$ cat src/rtl/dmem_arbiter.sv
// Two-port data-memory arbiter: ports A (CPU) and B (DMA/debug) share one
// data memory. Each access is IDLE -> SERVE -> DONE. Ties go round-robin by
// default. Define DMEM_ARB_FIXED_PRI_EN to give port A fixed priority on ties.
//
// state | meaning
// IDLE  | waiting for a request; grant and latch the winner's fields
// SERVE | drive the memory from the latched fields, capture read data
// DONE  | pulse ack (and err) to the granted port

module dmem_arbiter #(
    parameter int ADDR_LIMIT = 32
) (
    input  logic        clk,
    input  logic        rst_n,
    input  logic        a_req,
    input  logic        b_req,
    input  logic        a_we,
    input  logic        b_we,
    input  logic [31:0] a_addr,
    input  logic [31:0] b_addr,
    input  logic [31:0] a_wdata,
    input  logic [31:0] b_wdata,
    input  logic        a_as_byte,
    input  logic        b_as_byte,
    input  logic        a_as_unsigned,
    input  logic        b_as_unsigned,
    output logic        a_ack,
    output logic        b_ack,
    output logic        a_err,
    output logic        b_err,
    output logic [31:0] a_rdata,
    output logic [31:0] b_rdata,
    output logic        mem_write_en,
    output logic [31:0] mem_read_addr,
    output logic [31:0] mem_write_addr,
    output logic [31:0] mem_write_data,
    output logic        mem_as_byte,
    output logic        mem_as_unsigned,
    input  logic [31:0] mem_read_data
);

    typedef enum logic [1:0] {IDLE, SERVE, DONE} state_t;

    localparam logic [31:0] BYTE_LIMIT = 32'(ADDR_LIMIT);
    localparam logic [31:0] WORD_LIMIT = 32'(ADDR_LIMIT - 4);

    state_t      state;
    state_t      state_next;

    logic        pick_b;
    logic        any_req;
    logic        sel_we;
    logic        sel_byte;
    logic        sel_uns;
    logic [31:0] sel_addr;
    logic [31:0] sel_wdata;
    logic        range_err;

    logic        grant_b;
    logic        lat_we;
    logic        lat_byte;
    logic        lat_uns;
    logic        lat_err;
    logic [31:0] lat_addr;
    logic [31:0] lat_wdata;

    assign any_req = a_req || b_req;

`ifdef DMEM_ARB_FIXED_PRI_EN
    // Fixed priority: B wins only when A is not requesting.
    always_comb begin
        pick_b = b_req && !a_req;
    end
`else
    // Set when B received the most recent grant; reset to B so A wins the first tie.
    logic last_b;

    // Round-robin: on a tie the port not granted last wins.
    always_comb begin
        pick_b = b_req && (!a_req || !last_b);
    end

    // Last-grant pointer moves only when a grant is actually issued.
    always_ff @(posedge clk or negedge rst_n) begin
        if (!rst_n) begin
            last_b <= 1'b1;
        end else if (state == IDLE && any_req) begin
            last_b <= pick_b;
        end
    end
`endif

    // Mux the winning port's request fields and range-check them before latching.
    always_comb begin
        sel_we    = pick_b ? b_we          : a_we;
        sel_byte  = pick_b ? b_as_byte     : a_as_byte;
        sel_uns   = pick_b ? b_as_unsigned : a_as_unsigned;
        sel_addr  = pick_b ? b_addr        : a_addr;
        sel_wdata = pick_b ? b_wdata       : a_wdata;
        range_err = sel_byte ? (sel_addr >= BYTE_LIMIT) : (sel_addr > WORD_LIMIT);
    end

    // State register.
    always_ff @(posedge clk or negedge rst_n) begin
        if (!rst_n) begin
            state <= IDLE;
        end else begin
            state <= state_next;
        end
    end

    // Next-state and output decode; memory outputs are quiet outside SERVE.
    always_comb begin
        state_next      = state;
        a_ack           = 1'b0;
        b_ack           = 1'b0;
        a_err           = 1'b0;
        b_err           = 1'b0;
        mem_write_en    = 1'b0;
        mem_read_addr   = '0;
        mem_write_addr  = '0;
        mem_write_data  = '0;
        mem_as_byte     = 1'b0;
        mem_as_unsigned = 1'b0;
        case (state)
            IDLE: begin
                if (any_req) state_next = SERVE;
            end
            SERVE: begin
                state_next      = DONE;
                mem_write_en    = lat_we && !lat_err;
                mem_read_addr   = lat_addr;
                mem_write_addr  = lat_addr;
                mem_write_data  = lat_wdata;
                mem_as_byte     = lat_byte;
                mem_as_unsigned = lat_uns;
            end
            DONE: begin
                state_next = IDLE;
                a_ack      = !grant_b;
                b_ack      = grant_b;
                a_err      = !grant_b && lat_err;
                b_err      = grant_b && lat_err;
            end
            default: state_next = IDLE;
        endcase
    end

    // Latch the granted request in IDLE.
    always_ff @(posedge clk or negedge rst_n) begin
        if (!rst_n) begin
            grant_b   <= 1'b0;
            lat_we    <= 1'b0;
            lat_byte  <= 1'b0;
            lat_uns   <= 1'b0;
            lat_err   <= 1'b0;
            lat_addr  <= '0;
            lat_wdata <= '0;
        end else if (state == IDLE && any_req) begin
            grant_b   <= pick_b;
            lat_we    <= sel_we;
            lat_byte  <= sel_byte;
            lat_uns   <= sel_uns;
            lat_err   <= range_err;
            lat_addr  <= sel_addr;
            lat_wdata <= sel_wdata;
        end
    end

    // Capture read data for the granted port at the end of SERVE; out-of-range reads return 0.
    always_ff @(posedge clk or negedge rst_n) begin
        if (!rst_n) begin
            a_rdata <= '0;
            b_rdata <= '0;
        end else if (state == SERVE) begin
            if (grant_b) begin
                b_rdata <= lat_err ? 32'd0 : mem_read_data;
            end else begin
                a_rdata <= lat_err ? 32'd0 : mem_read_data;
            end
        end
    end

endmodule

$ cat config.mk
export PLATFORM = sky130hd
export DESIGN_NAME = dmem_arbiter
export DESIGN_NICKNAME = d
export VERILOG_FILES = /design/src/rtl/dmem_arbiter.sv
export SDC_FILE = /design/constraint.sdc
export NUM_CORES = 1
export LEC_CHECK = 0
export CORE_MARGIN = 2
export CORE_UTILIZATION = 33
export CTS_CLUSTER_DIAMETER = 100
export DETAILED_ROUTE_END_ITERATION = 10
export GPL_TIMING_DRIVEN = 0
export PLACE_DENSITY = 0.69
export SYNTH_ARGS = -nofsm -noshare
export SYNTH_HDL_FRONTEND = slang
export SYNTH_SLANG_ARGS = --single-unit
$ cat constraint.sdc
create_clock -name clk -period 3.6 [get_ports clk]
set_input_delay 0.9 -clock clk [delete_from_list [all_inputs] [get_ports clk]]
set_output_delay 0.9 -clock clk [all_outputs]
set_load 0.01 [all_outputs]
# Word-level counts from Yosys, hierarchy flattened
# Index checks and enable logic that the tools add are counted.
dict set report word_totals {
  register_bits 136
  output_inout_bits 167
}
dict set report classes {
  bitwise_logic 1
  magnitude_cmp 2
  reduce_logical 14
  n_eq_ne 3
  muxes 18
}
# operator count
set op_table {}
lappend op_table {{32-bit 2-to-1 mux} 5}
lappend op_table {{32-bit by 6-bit >= comparator with 1-bit output (second input constant)} 1}
lappend op_table {{32-bit by 5-bit greater-than comparator with 1-bit output (second input constant)} 1}
lappend op_table {{1-bit 2-to-1 mux} 11}
lappend op_table {{1-bit logical AND} 5}
lappend op_table {{1-bit logical NOT} 4}
lappend op_table {{2-bit case mux with 2 select lines} 1}
lappend op_table {{2-bit AND reduction} 2}
lappend op_table {{2-bit by 1-bit == test with 1-bit output (second input constant)} 1}
lappend op_table {{2-bit == test (second input constant)} 1}
lappend op_table {{2-bit logical NOT} 1}
lappend op_table {{1-bit logical OR} 2}
lappend op_table {{2-bit 2-to-1 mux} 1}
lappend op_table {{2-bit inequality test (second input constant)} 1}
lappend op_table {{1-bit NOT} 1}

# Longest topological paths before layout
# Gate-level depths: netlist of run 1.
dict set report depth {
  word_depth 6
  ltp_mapped 7
}

# Least setup slack after synthesis of run 1
# Ideal clock, no wire load.
dict set report synth_path {
  path_type {register to output}
  start {register state[0]}
  end {output mem_write_addr[10]}
  setup_slack_ns 1.446
  t_arrival_ns 1.254
  stages_incl_launch_ff 7
  t_required_ns 2.700
  path_cell_list {dfrtp_1 nor2b_1 buf_2 buf_2 clkbuf_2 and2_1 buf_4}
}
dict set report synth_via {
  elab_chain_cells 2
}
# element line_no
set synth_lines {}
lappend synth_lines {{start, declared} 47} ;# state_t state;
lappend synth_lines {{start signal, assigned} 108} ;# state <= state_next;
lappend synth_lines {{2-bit by 1-bit == test with 1-bit output} --}
lappend synth_lines {{32-bit 2-to-1 mux} --}
lappend synth_lines {{end, declared} 35} ;# output logic [31:0] mem_write_addr,
# No other way between the ends.

# Worst setup path after layout of run 1
dict set report layout_path {
  start {register state[1]}
  end {output mem_write_addr[12]}
}
dict set report layout_via {
  elab_chain_cells 2
}
# element line_no
set layout_lines {}
lappend layout_lines {{2-bit by 1-bit == test with 1-bit output} 125} ;# case (state)
lappend layout_lines {{32-bit 2-to-1 mux} 125}
# No other way between the ends.

==> results of run 1 <==
-- stage by stage --
step	setup TNS [ns]	instances
after floorplan	0	763
after global placement	-537.35	1364
after detailed placement	0	1365
after CTS	0	1397
after global routing	0	1397
final	0	1397
-- critical path: cells and delay by family (launching register included) --
kind	cells	cell delay, ns
buffers and inverters	5	1.39
flip-flops	1	0.39
AND/OR/NAND/NOR	2	0.32
-- area by class of cell --
| cell class | instances | area (µm²) | area share |
|---|---|---|---|
| sequential | 136 | 3400 | 0.312 |
| timing repair buffer | 337 | 3390 | 0.310 |
| multi-input combinational | 541 | 2620 | 0.240 |
| buffer | 85 | 547 | 0.0500 |
| clock buffer | 18 | 439 | 0.0402 |
| tap | 265 | 332 | 0.0303 |
| clock inverter | 14 | 185 | 0.0169 |
| inverter | 1 | 3.75 | 0.000344 |
-- flip-flops by register name, summed over array words and instances, names as in the netlist --
name,count
lat_wdata,32
lat_addr,32
lat_byte,1
a_rdata,32
state,2
b_rdata,32
grant_b,1
lat_we,1
lat_uns,1
last_b,1
lat_err,1
-- cell families (layout without fill, tap and decap cells) --
family	Yosys count	after routing	share of synthesized area
and+or+nand+nor	402	402	0.279
buffers and inverters	86	455	0.0837
DFF	136	136	0.517
AOI/OAI and AO/OA	139	139	0.120
-- cells in the final DEF, fill, tap and decap left out, types with 2 or more instances in the layout --
master,count
nand2_1,202
o21ai_0,37
clkdlybuf4s50_1,335
nand2b_1,33
nor4_1,12
clkbuf_1,16
buf_4,34
bufinv_16,3
clkinv_4,4
nor2b_1,3
a21oi_1,2
clkbuf_16,17
dfrtp_1,135
nor3_1,2
buf_2,24
and2_1,68
nand2_2,2
buf_6,10
o21ai_1,31
nand3_1,2
a31oi_1,67
nand4_1,3
clkbuf_2,2
inv_6,5
nor2_1,71
-- worst paths after layout --
kind,from,end,slack [ns],cells after the start
setup / recovery,state[1],mem_write_addr[12],0.19,7
hold / removal,b_rdata[13],b_rdata[13],0.48,2
setup reg to reg,state[0],lat_wdata[4],1.93,5
hold reg to reg,b_rdata[13],b_rdata[13],0.48,2
max in group asynchronous,rst_n,last_b,2.33,2
min in group asynchronous,rst_n,b_rdata[1],0.49,1
-- routing by layer --
metal / GRT usage / wire length (µm)
met1: 0.291 / 9690
met2: 0.400 / 12200
met3: 0.0742 / 2290
met4: 0.0716 / 448
met5: 0 / 0
-- report_power, final --
part | switching, µW | total (µW) | internal [µW]
combinational | 1850 | 3780 | 1930
clock | 732 | 1860 | 1130
sequential | 223 | 2210 | 1990
total | 2810 | 7850 | 5040
==> out/qor.txt, run 1 <==
Layout Area Growth over Synthesis -> 66.1%
setup slack after layout -> 0.185 ns
critical path launch point type -> flop
YS warnings -> 0
cell with the most instances after synthesis -> nand2_1
unique cell type count in the Yosys netlist -> 28
Sink Count -> 136
Synth Net Count -> 933
initial antenna violation count -> 0
Fill cells -> 1849
Post-DP Area -> 10300 µm²
Worst-Margin Slew -> 0.729 ns
crit path max-delay cell type -> clkdlybuf4s50_1
Iter 0 DRT Violations -> 399
most frequent CP cell -> buf_2
die height -> 145 µm
clock latency at the later pin of the worst-skew pair -> 0.42 ns
width of the chip -> 145 µm
post-synth top area share -> 0.514
Critical Path RT -> 2.70 ns
HP Class -> flop to flop
worst-path maximum fanout -> 10
cell area after synthesis -> 6580 µm²
DR WL/cell -> 17.6 µm
crit end category -> output pin
number of remaining DRC errors -> 0
TritonCTS clock tree -> done
post-cts sizing count -> 0
syn avg cell area -> 8.62 µm²
CTS H-tree depth -> 4
Post-Route WL -> 24.6 mm
Slew Viols, Final -> 0
skew final -> 0.00833 ns
biggest area consumer among synthesized cells -> dfrtp_1
root buffer cell -> clkbuf_16
Worst EP arrival -> 2.51 ns
fin area -> 10900 µm²
RSZ-0062 raised after global routing -> no
I/O Buffers -> 336
placed wire-length estimate -> 18.9 mm
slowest stage delay, CP -> 0.52 ns
post-route ant nets -> 0
final hold violation count -> 0
Synth area leaders -> dfrtp_1 (51%), nand2_1 (12%), and2_1 (6.5%)
Tmin final -> 3.41 ns
gr ovfl total -> 0
post-DR vias/cell -> 4.76
via count -> 6656
critical path cell sequence -> nor2b_1, buf_2, buf_2, clkbuf_2, and2_1, buf_4, clkdlybuf4s50_1
largest net degree at the start of global routing -> 77
row count -> 51
Final Util -> 0.560
Worst Setup Path Type -> flop to output pin
Reg clk slew, reported paths -> 0.06 ns
CTS max path bufs -> 2
core area -> 19500 µm²
gr usage total -> 0.237
first-pass GRT wire length -> 38.9 mm
status -> completed
postcts setup bufs -> 0
top cells by count, synth -> nand2_1 (202), dfrtp_1 (135), nor2_1 (71)
worst hold slack -> 0.478 ns
post-synthesis sequential area ratio -> 0.517
Die Area -> 21100 µm²
clock buffer count from CTS -> 17
max-cap violations -> 0
Peak Freq -> 0.293 GHz
nets -> 1289
Final GP Congestion -> 0.923
Final Total Pwr -> 7850 µW
Peak VDD IR -> 0.000385 V
ys async rst share -> 1.00
power per cell area -> 719 nW/µm²
vias in the first global route -> 6829
antenna diode count -> 0
Post-synth EDFFs -> 0
Starting Density -> 0.337
dpl ws -> 0.604 ns
IO Pins -> 337
Mapped Cells -> 763
Tcrit/Tclk final -> 0.949
Post-CTS Hold Buffers -> 0
Yosys reg bits -> 136
Final setup viols -> 0
ys flop type -> dfrtp_1
leakage power -> 0.00454 µW
drt first pass iters -> 5
layout cells sized above 1 -> 0.0954
relative slew slack -> 0.514
Power figures use the tool's default switching activity.
==> inputs of run 2 (changes only) <==
==> config.mk (replaced) <==
export PLATFORM = sky130hd
export DESIGN_NAME = dmem_arbiter
export DESIGN_NICKNAME = d
export VERILOG_FILES = /design/src/rtl/dmem_arbiter.sv
export SDC_FILE = /design/constraint.sdc
export NUM_CORES = 1
export LEC_CHECK = 0
export ABC_CLOCK_PERIOD_IN_PS = 3600
export CORE_AREA = 2 2 131 133
export CTS_CLUSTER_DIAMETER = 100
export DETAILED_ROUTE_END_ITERATION = 10
export DIE_AREA = 0 0 133 135
export GPL_TIMING_DRIVEN = 0
export PLACE_DENSITY = 0.8
export SLEW_MARGIN = 20
export SYNTH_ARGS = -nofsm -noshare
export SYNTH_HDL_FRONTEND = slang
export SYNTH_SLANG_ARGS = --single-unit
==> run 2 against run 1 <==
Effect of this change:
- sequential share of layout area about the same
- final cell count shrank 3.2%
- design area about the same
- sequential power barely moved
- power increased by 1.2%
- global-route usage grew 3.2 points
- fmax fell by 0.99%
- die area is 15% lower
- via count grew 1.7%
- wire length down 3.3%
- critical path type unchanged
==> out/qor.txt, run 2 (synthesized netlist as in run 1, its figures left out) <==
RSZ-0062 raised after global routing -> no
die height -> 135 µm
Final setup viols -> 0
final hold violation count -> 0
antenna diode count -> 0
Reg2Reg Setup Slack -> 1.93 ns
dpl ws -> 0.616 ns
leakage power -> 0.00457 µW
status -> completed
width of the chip -> 133 µm
most frequent cells in the layout -> clkdlybuf4s50_1 (335), nand2_1 (202), dfrtp_1 (135)
via count -> 6770
nets -> 1289
layout cells sized above 1 -> 0.0954
Tcrit/Tclk final -> 0.958
setup slack after layout -> 0.151 ns
relative slew slack -> 0.649
Tmin final -> 3.45 ns
Final GP Congestion -> 0.907
root buffer cell -> clkbuf_16
worst-path maximum fanout -> 10
max-cap violations -> 0
HP Class -> input port to async pin
first-pass GRT wire length -> 37.0 mm
gr ovfl total -> 0
Post-Route WL -> 23.8 mm
post-cts sizing count -> 0
Peak VDD IR -> 0.000357 V
CTS max path bufs -> 2
clock latency at the later pin of the worst-skew pair -> 0.42 ns
r2r worst-path depth -> 5
core area -> 16400 µm²
Layout Area Growth over Synthesis -> 66.0%
Critical Path RT -> 2.70 ns
Fill cells -> 1328
Final Util -> 0.666
reg-to-reg startpoint -> last_b
Final Total Pwr -> 7950 µW
post-route ant nets -> 0
Starting Density -> 0.401
Iter 0 DRT Violations -> 402
clock buffer count from CTS -> 17
I/O Buffers -> 336
gr usage total -> 0.268
Peak Freq -> 0.290 GHz
DR WL/cell -> 17.6 µm
initial antenna violation count -> 0
critical path launch point type -> flop
drt first pass iters -> 5
Worst-Margin Slew -> 0.526 ns
Sink Count -> 136
commonest non-fill, non-tap cell in the layout -> clkdlybuf4s50_1
largest net degree at the start of global routing -> 71
vias in the first global route -> 7019
placed wire-length estimate -> 18.3 mm
Die Area -> 18000 µm²
Reg clk slew, reported paths -> 0.06 ns
number of remaining DRC errors -> 0
Worst EP arrival -> 2.55 ns
Post-CTS Hold Buffers -> 0
RR Endpoint -> lat_addr[20]
post-DR vias/cell -> 5.01
postcts setup bufs -> 0
Slew Viols, Final -> 0
crit end category -> output pin
IO Pins -> 337
TritonCTS clock tree -> done
row count -> 47
Worst Setup Path Type -> flop to output pin
skew final -> 0.00883 ns
power per cell area -> 728 nW/µm²
CTS H-tree depth -> 4
==> run 2: cell count changes in the layout (fill, tap and decap cells not counted), sizes merged <==
cell / change
inv: -4
clkbuf: +3
bufinv: +2
clkinv: -2
clkinvlp: +1
==> run 2: report_power, final <==
group          switching [µW]  total (µW)  internal, µW
registers                 227        2220          1990
logic                    1840        3760          1930
clock network             663        1970          1300
==> run 2: layout make-up <==
class	count	area, µm²	share of cell area
Buffer	85	547	0.0501
Clock buffer	21	480	0.0440
Clock inverter	11	190	0.0174
Inverter	1	3.75	0.000344
Multi-Input combinational cell	541	2620	0.240
Sequential cell	136	3400	0.312
Tap cell	220	275	0.0252
Timing Repair Buffer	337	3400	0.311
==> run 2: worst max path at each step <==
stage                          to      from  slack [ns]
5_1_grt        mem_write_addr[11]  state[0]        0.04
3_3_place_gp        lat_wdata[21]     rst_n       -3.72
6_report       mem_write_addr[11]  state[1]        0.15
2_1_floorplan  mem_write_addr[10]  state[0]        1.45
4_1_cts        mem_write_addr[11]  state[1]        0.14
3_5_place_dp   mem_write_addr[20]  state[1]        0.62
==> run 2: through the flow <==
step	hold WS, ns	instances	TNS (ns)	instance area, µm²
floorplan	0.461	763	0	6580
global placement	0.461	1319	-503.26	10200
detailed placement	0.469	1320	0	10200
CTS	0.431	1352	0	10900
global route	0.442	1352	0	10900
finish	0.417	1352	0	10900
==> run 2: metal layers <==
metal  GRT usage  wire length, µm  vias up  share of wire
met2       0.457            11800      313           0.50
li1            -                -     3216              -
met4       0.109              618        0          0.026
met3      0.0811             1940       48          0.081
met5           0                0        -              0
met1       0.319             9420     3193           0.40
==> run 2: critical path, stage by stage, from the launching register on <==
cell and delay, ns:
dfrtp_1 0.38, nor2b_1 0.10, buf_2 0.23, buf_2 0.26, clkbuf_2 0.24, and2_1 0.26
buf_4 0.14, clkdlybuf4s50_1 0.52
==> inputs of run 3 (changes only) <==
--- a/config.mk
+++ b/config.mk
@@ -12,6 +12,7 @@
 export DIE_AREA = 0 0 133 135
 export GPL_TIMING_DRIVEN = 0
 export PLACE_DENSITY = 0.8
+export REMOVE_ABC_BUFFERS = 1
 export SLEW_MARGIN = 20
 export SYNTH_ARGS = -nofsm -noshare
 export SYNTH_HDL_FRONTEND = slang
==> run 3 against run 2 <==
Effect of this change:
- combinational power shrank 12%
- clock power is 9.6% lower
- global-route usage is 4.3 points lower
- register-to-register slack got worse by 0.74 ns
- first-iteration DRC count shrank 27%
- utilization down 3.0 points
- sequential power is essentially flat
- critical path type unchanged
- critical endpoint is now mem_write_addr[14]
- largest power group unchanged
==> out/qor.txt, run 3 (synthesized netlist as in run 1, its figures left out) <==
width of the chip -> 133 µm
gr ovfl total -> 0
skew final -> 0.0121 ns
Fill cells -> 1373
Worst setup endpoint -> mem_write_addr[14]
critical path depth in cells -> 4
TritonCTS clock tree -> done
Layout Area Growth over Synthesis -> 58.5%
die height -> 135 µm
post-route ant nets -> 0
Clock Power Share -> 0.244
Die Area -> 18000 µm²
Reg clk slew, reported paths -> 0.07 ns
post-DR vias/cell -> 4.91
clock buffer count from CTS -> 17
largest net degree at the start of global routing -> 91
crit path max-delay cell type -> nor2b_4
layout cells sized above 1 -> 0.0447
WL met1 -> 8.07 mm
relative slew slack -> 0.312
Worst EP arrival -> 2.53 ns
initial antenna violation count -> 0
Critical Path RT -> 2.70 ns
Tmin final -> 3.43 ns
root buffer cell -> clkbuf_16
Final GP Congestion -> 0.818
worst-path maximum fanout -> 36
most frequent cells in the layout -> clkdlybuf4s50_1 (335), nand2_1 (202), dfrtp_1 (134)
Post-CTS Hold Buffers -> 0
RR Endpoint -> b_rdata[29]
critical path cell sequence -> nor2b_4, buf_16, and2_1, clkdlybuf4s50_1
crit end category -> output pin
Internal -> 4720 µW
nets -> 1208
I/O Buffers -> 336
Reg2Reg Setup Slack -> 1.19 ns
row count -> 47
max-cap violations -> 0
core area -> 16400 µm²
gr usage total -> 0.225
register area -> 3410 µm²
power per cell area -> 700 nW/µm²
CP startpoint -> state[1]
Psw -> 2580 µW
post-cts sizing count -> 0
critical path launch point type -> flop
drt first pass iters -> 4
dpl ws -> 0.557 ns
IO Pins -> 337
setup slack after layout -> 0.170 ns
CTS max path bufs -> 2
routed wl met3 -> 1.62 mm
Switching Fraction -> 0.354
Reg power frac -> 0.303
Final Util -> 0.636
CP delay by family, top -> buffers and inverters
Multi-input gate area -> 2640 µm²
Worst Path Buf+Inv -> 2
Sink Count -> 136
number of remaining DRC errors -> 0
Peak VDD IR -> 0.000391 V
Layout Cells excl Fill -> 1271
Post-Route WL -> 20.3 mm
first-pass GRT wire length -> 31.7 mm
Slew Viols, Final -> 0
setup_tns -> 0 ns
Tcrit/Tclk final -> 0.953
placed wire-length estimate -> 14.6 mm
Iter 0 DRT Violations -> 292
CTS H-tree depth -> 4
antenna diode count -> 0
Worst Setup Path Type -> flop to output pin
commonest non-fill, non-tap cell in the layout -> clkdlybuf4s50_1
leakage power -> 0.00423 µW
RSZ-0062 raised after global routing -> no
Comb pwr share -> 0.453
final hold violation count -> 0
clock latency at the later pin of the worst-skew pair -> 0.42 ns
DR WL/cell -> 16.0 µm
Final setup viols -> 0
r2r worst-path depth -> 3
postcts setup bufs -> 0
placed insts -> 1239
met2 routed WL -> 10.2 mm
Worst-Margin Slew -> 1.03 ns
top sig layer -> met4
via count -> 6237
HP Class -> input port to async pin
reg-to-reg startpoint -> state[1]
status -> completed
Peak Freq -> 0.292 GHz
Starting Density -> 0.401
slowest stage delay, CP -> 0.63 ns
worst hold slack -> 0.362 ns
vias in the first global route -> 6101
==> run 3: worst reg2reg max path: stages, from the launching register on <==
cell     delay, ns
dfrtp_1       0.41
nor2b_4       0.63
nand2_2       0.77
o21ai_0       0.49
==> run 3: metal layers <==
layer | up-vias | global-route usage
li1 | 3040 | -
met1 | 2918 | 0.259
met2 | 246 | 0.396
met3 | 33 | 0.0713
met4 | 0 | 0.0795
met5 | - | 0
==> run 3: power groups by stage <==
stage,clock [µW],combinational [µW],sequential (µW)
after floorplan,0,1490,2200
after global placement,0,3200,2210
after detailed placement,0,3330,2240
after CTS,1820,3350,2210
after global routing,1890,3590,2270
final,1780,3310,2210
==> run 3: worst min-delay path by stage <==
stage                 from           to  slack [ns]  cells past startpoint
2_1_floorplan       last_b       last_b        0.46                      2
3_3_place_gp   b_rdata[31]  b_rdata[31]        0.46                      2
3_5_place_dp    b_rdata[9]   b_rdata[9]        0.47                      2
4_1_cts              rst_n  lat_addr[1]        0.36                      1
5_1_grt              rst_n  lat_addr[1]        0.37                      1
6_report             rst_n  lat_addr[1]        0.36                      1
==> run 3: through the flow <==
stage                     instance area [µm²]  power [µW]
after floorplan                          6030        3690
after global placement                   9670        5410
after detailed placement                 9830        5570
after CTS                               10400        7380
after global routing                    10400        7750
final                                   10400        7300
==> run 3: cell type report <==
cell class,instances,area share
Clock buffer,18,0.0421
Clock inverter,14,0.0155
Inverter,1,0.000840
Multi-Input combinational cell,541,0.253
Sequential cell,136,0.327
Tap cell,220,0.0264
Timing Repair Buffer,341,0.335
